--- config.mk ---
export PLATFORM = sky130hd
export DESIGN_NAME = tagged_dispatch
export DESIGN_NICKNAME = d
export VERILOG_FILES = /design/src/rtl/tagged_dispatch.sv
export SDC_FILE = /design/constraint.sdc
export NUM_CORES = 1
export LEC_CHECK = 0
export ABC_CLOCK_PERIOD_IN_PS = 3660
export BUFFER_PORTS_ARGS = -buffer_cell sky130_fd_sc_hd__buf_2
export CAP_MARGIN = 30
export CORE_UTILIZATION = 47
export DETAILED_ROUTE_END_ITERATION = 6
export PLACE_DENSITY = 0.75
export RECOVER_POWER = 25
export SYNTH_ARGS = -nofsm -noshare
export SYNTH_HDL_FRONTEND = slang
export SYNTH_SLANG_ARGS = --single-unit
export TNS_END_PERCENT = 10
--- constraint.sdc ---
create_clock -name clk -period 3.66 [get_ports clk]
set_clock_uncertainty 0.15 [all_clocks]
set_input_delay 0.915 -clock clk [delete_from_list [all_inputs] [get_ports clk]]
set_output_delay 0.915 -clock clk [all_outputs]
set_load 0.005 [all_outputs]
--- src/rtl/tagged_dispatch.sv ---
// Tagged in-order distributor: one write stream buffered FIFO-style, head entry steered to the
// output channel named by its tag. Optional out-of-range tag discard enabled by `define TAG_CHECK_EN.
module tagged_dispatch #(
  parameter int NUM_CHANNELS = 4,
  parameter int WIDTH        = 8,
  parameter int DEPTH        = 4,
  parameter int TAGWIDTH     = $clog2(NUM_CHANNELS)
) (
  input  logic                    clk,
  input  logic                    rst,
  input  logic                    push,
  input  logic [TAGWIDTH-1:0]     push_tag,
  input  logic [WIDTH-1:0]        data_in,
  output logic                    full,
  output logic                    empty,
  output logic [$clog2(DEPTH):0]  count,
  output logic [NUM_CHANNELS-1:0] out_vld,
  input  logic [NUM_CHANNELS-1:0] out_rdy,
`ifdef TAG_CHECK_EN
  output logic [7:0]              drop_cnt,
`endif
  output logic [WIDTH-1:0]        data_out
);

  localparam int PW    = $clog2(DEPTH);
  localparam int CW    = $clog2(DEPTH) + 1;
  localparam int SLOTS = DEPTH - 1;

  typedef struct packed {
    logic                bad;
    logic [TAGWIDTH-1:0] tag;
    logic [WIDTH-1:0]    data;
  } entry_t;

  entry_t        mem [SLOTS];
  logic [PW:0]   wr_ptr_reg, rd_ptr_reg;
  logic          head_vld_reg;
  entry_t        head_reg;
  logic [CW-1:0] count_reg;

  entry_t push_entry;
  logic   push_ok, pop, discard, head_free, stor_empty, stor_wr;

  // Pointer index runs 0..SLOTS-1; the extra top bit flips on each wrap.
  function automatic logic [PW:0] ptr_inc(input logic [PW:0] p);
    if (p[PW-1:0] == PW'(SLOTS - 1)) return {~p[PW], {PW{1'b0}}};
    return p + (PW+1)'(1);
  endfunction

  assign full       = (count_reg == CW'(DEPTH));
  assign empty      = (count_reg == '0);
  assign count      = count_reg;
  assign stor_empty = (rd_ptr_reg == wr_ptr_reg);
  assign push_ok    = push && !full;
  assign data_out   = head_vld_reg ? head_reg.data : '0;

  always_comb begin
    push_entry      = '0;
    push_entry.tag  = push_tag;
    push_entry.data = data_in;
`ifdef TAG_CHECK_EN
    push_entry.bad  = ({1'b0, push_tag} >= (TAGWIDTH+1)'(NUM_CHANNELS));
`endif
  end

  genvar gi;
  generate
    for (gi = 0; gi < NUM_CHANNELS; gi++) begin : g_vld
      assign out_vld[gi] = head_vld_reg && !head_reg.bad && (head_reg.tag == TAGWIDTH'(gi));
    end
  endgenerate

  // Only the addressed channel's ready can retire the head.
  assign pop = |(out_vld & out_rdy);
`ifdef TAG_CHECK_EN
  assign discard = head_vld_reg && head_reg.bad;
`else
  assign discard = 1'b0;
`endif
  assign head_free = !head_vld_reg || pop || discard;
  // A push goes to storage unless it bypasses straight into a free head.
  assign stor_wr   = push_ok && !(head_free && stor_empty);

  always_ff @(posedge clk) begin
    if (stor_wr) mem[wr_ptr_reg[PW-1:0]] <= push_entry;
  end

  always_ff @(posedge clk or posedge rst) begin
    if (rst) begin
      wr_ptr_reg   <= '0;
      rd_ptr_reg   <= '0;
      head_vld_reg <= 1'b0;
      head_reg     <= '0;
      count_reg    <= '0;
    end else begin
      if (stor_wr) wr_ptr_reg <= ptr_inc(wr_ptr_reg);
      if (head_free) begin
        if (!stor_empty) begin
          head_vld_reg <= 1'b1;
          head_reg     <= mem[rd_ptr_reg[PW-1:0]];
          rd_ptr_reg   <= ptr_inc(rd_ptr_reg);
        end else if (push_ok) begin
          head_vld_reg <= 1'b1;
          head_reg     <= push_entry;
        end else begin
          head_vld_reg <= 1'b0;
        end
      end
      case ({push_ok, pop || discard})
        2'b10:   count_reg <= count_reg + CW'(1);
        2'b01:   count_reg <= count_reg - CW'(1);
        default: count_reg <= count_reg;
      endcase
    end
  end

`ifdef TAG_CHECK_EN
  always_ff @(posedge clk or posedge rst) begin
    if (rst)                             drop_cnt <= '0;
    else if (discard && drop_cnt != 8'hFF) drop_cnt <= drop_cnt + 8'd1;
  end
`else
`ifdef FORMAL
  always_comb begin
    if (!rst && push) assume ({1'b0, push_tag} < (TAGWIDTH+1)'(NUM_CHANNELS));
  end
`endif
`endif

endmodule

==> results.cfg <==
[grt]
grt-ovfl-total = 0
grt.total_usage_pct = 17.0
grt_pass1_vias = 1374
grt_pass1_wl_um = 6390
antenna_found_initial = 0
grt_max_degree = 26

[clocking]
numCtsBuffers = 5
clk-insertion-delay-late_ns = 0.31
cts_resized = 0
clk_pin_slew_ns = 0.09
cts_num_sinks = 50
cts_setup_buffers = 0
cts_tree = done
cts_max_level = 2
clockBufferDepth = 2
holdBufCountCts = 0
cts-root-buf = clkbuf_8

[placement]
place_inst = 262
dp_hpwl_um = 2650
port_buffers = 33
gp_congestion = 0.707

[detailed_routing]
drt-initial-drc-count = 60
vias_per_cell = 4.98
drtAntennaViolNets = 0
post-route-drc-count = 0
vias = 1345
firstDrtPassIters = 4
wl_per_cell_um = 14.1
wl_um = 3800

[setup_path]
worstSetupPathType = reg2reg
worstPathMaxFanout = 14
crit_path_end_kind = flop
cp-start-kind = flop
crit_required_ns = 3.71
arrival_ns = 2.53

[power]
p_clk_share_pct = 12.7
sequentialPowerShare_pct = 39.5
vdd_drop_max_uv = 309
power.internal_mw = 1.62
cellPowerDensity_nw_per_um2 = 943
p_sw_mw = 0.858
swShare_pct = 34.6
p_leak_nw = 1.11
combPwrFrac_pct = 47.7

[floorplan]
start_util_pct = 48.9
core_area_um2 = 4750
rows = 25
pin_count = 34
die_w_um = 72.4
fp.dieH_um = 72.4
die-area_um2 = 5230

[synthesis]
ys_ff_latch = 50
syn_area_per_cell_um2 = 14.0
yosysSeqAreaShare_pct = 60.2
syn_nets = 185
syn-instance-count = 166
synth_cell_types = 30
syn-cell-area_um2 = 2330
synth_warnings = 0

[hold_path]
hold_path_class = reg2reg

[timing]
tightestPinTransition_ns = 0.749
min_period_over_period_pct = 68.0
fin_crit_ns = 2.49
fmax_mhz = 402
maxSlewViolCount = 0
hold_viol = 0
grt_setup_unrepaired = false
finalSetupViolCount = 0
fin_setup_tns_ns = 0
max_slew_margin_pct = 50.0
finalHoldWorstSlack_ns = 0.348

[final_layout]
fillers = 401
final_cell_mix = 30 x edfxtp_1, 23 x buf_2, 20 x dfrtp_1
area_growth_pct = 13.1
final_common_cell = edfxtp_1
diodes = 0
layout.nets = 221
finalNonFillerCells = 270
largest_reg_flops = 30
drive_gt1_share_pct = 28.6

[flow_run]
cap_violations = 0

[status]
status = finished clean
[final cells by class]
class / count / area (um2) / share of cell area (%)
clock buffer: 5 / 68.8 / 2.62
tap: 67 / 83.8 / 3.19
multi-input combinational: 102 / 850 / 32.3
timing repair buffer: 37 / 183 / 6.95
inverter: 6 / 22.5 / 0.856
sequential: 50 / 1400 / 53.3
clock inverter: 3 / 21.3 / 0.809
[path summary, 6_finish.rpt]
path / depth (start not counted) / startpoint / end / slack (ns)
worst min register to register: 1 / wr_ptr_reg[2] / wr_ptr_reg[2] / 0.35
worst max-delay path: 5 / rd_ptr_reg[0] / head_reg[4] / 1.17
min in group asynchronous: 2 / rst / head_vld_reg / 0.57
max in group asynchronous: 2 / rst / head_reg[7] / 2.31
worst min-delay path: 1 / wr_ptr_reg[2] / wr_ptr_reg[2] / 0.35
worst max register to register: 5 / rd_ptr_reg[0] / head_reg[4] / 1.17
[per-layer routing]
layer | vias up | wire length [um] | track usage, %
met1 | 648 | 1750 | 21.0
met2 | 33 | 1810 | 27.1
li1 | 659 | - | -
met3 | 5 | 168 | 5.83
met4 | 0 | 69 | 7.84
met5 | - | 0 | 0
[cell families after synthesis]
family | after synthesis | share of synthesized area [%]
buffers and inverters | 14 | 3.23
XOR/XNOR | 8 | 3.34
AO/OA/AOI/OAI | 15 | 4.03
flip-flops | 50 | 60.2
AND/OR/NAND/NOR | 40 | 8.45
adder cells (fa/ha/maj) | 2 | 1.40
multiplexers | 37 | 19.3
[power groups by stage]
stage	sequential (mW)	clock [mW]	combinational (mW)
floorplan	0.901	0	1.03
global placement	0.989	0	1.18
detailed placement	0.996	0	1.20
CTS	0.984	0.328	1.21
global route	1.01	0.353	1.31
finish	0.980	0.316	1.18
[worst max-delay path, cell delays in order, from the launching register on]
cell	delay (ns)
dfrtp_1	0.80
xor2_1	0.25
nor3_1	0.12
a21boi_1	0.48
buf_4	0.28
mux2_4	0.30
[through the flow]
stage | worst slack, ns | util, % | power, mW | area [um2]
after floorplan | 0.885 | - | 1.93 | 2330
after global routing | 1.00 | 55.3 | 2.67 | 2630
final | 1.17 | 55.3 | 2.48 | 2630
after global placement | 0.926 | 53.7 | 2.17 | 2550
after CTS | 1.14 | 55.6 | 2.52 | 2640
after detailed placement | 0.882 | 53.7 | 2.20 | 2550
[synthesized netlist by cell type]
| cell | n | area, um2 |
|---|---|---|
| clkbuf_1 | 2 | 7.51 |
| buf_2 | 3 | 15.0 |
| or3_4 | 1 | 11.3 |
| o221ai_2 | 1 | 15.0 |
| xor2_2 | 1 | 16.3 |
| buf_4 | 1 | 7.51 |
| buf_6 | 2 | 22.5 |
| mux2i_1 | 16 | 160 |
| xor2_1 | 5 | 43.8 |
| nor3_1 | 4 | 20.0 |
| dfrtp_1 | 20 | 500 |
| nand3_1 | 2 | 10.0 |
| a211oi_1 | 1 | 7.51 |
| mux2_4 | 14 | 210 |
| fa_1 | 1 | 20.0 |
| nand2_1 | 13 | 48.8 |
| o21ai_0 | 10 | 50.1 |
| a21boi_1 | 1 | 7.51 |
| a21o_1 | 1 | 7.51 |
| nor2_1 | 8 | 30.0 |
| edfxtp_1 | 30 | 901 |
| o22ai_1 | 1 | 6.26 |
| xnor2_1 | 2 | 17.5 |
| nand2b_1 | 2 | 12.5 |
| mux2_2 | 7 | 78.8 |
| nor3b_1 | 1 | 7.51 |
| nor2b_1 | 1 | 6.26 |
| and2_1 | 8 | 50.1 |
| ha_1 | 1 | 12.5 |
| inv_1 | 6 | 22.5 |
Note: power is estimated with default switching activity, not from simulation.
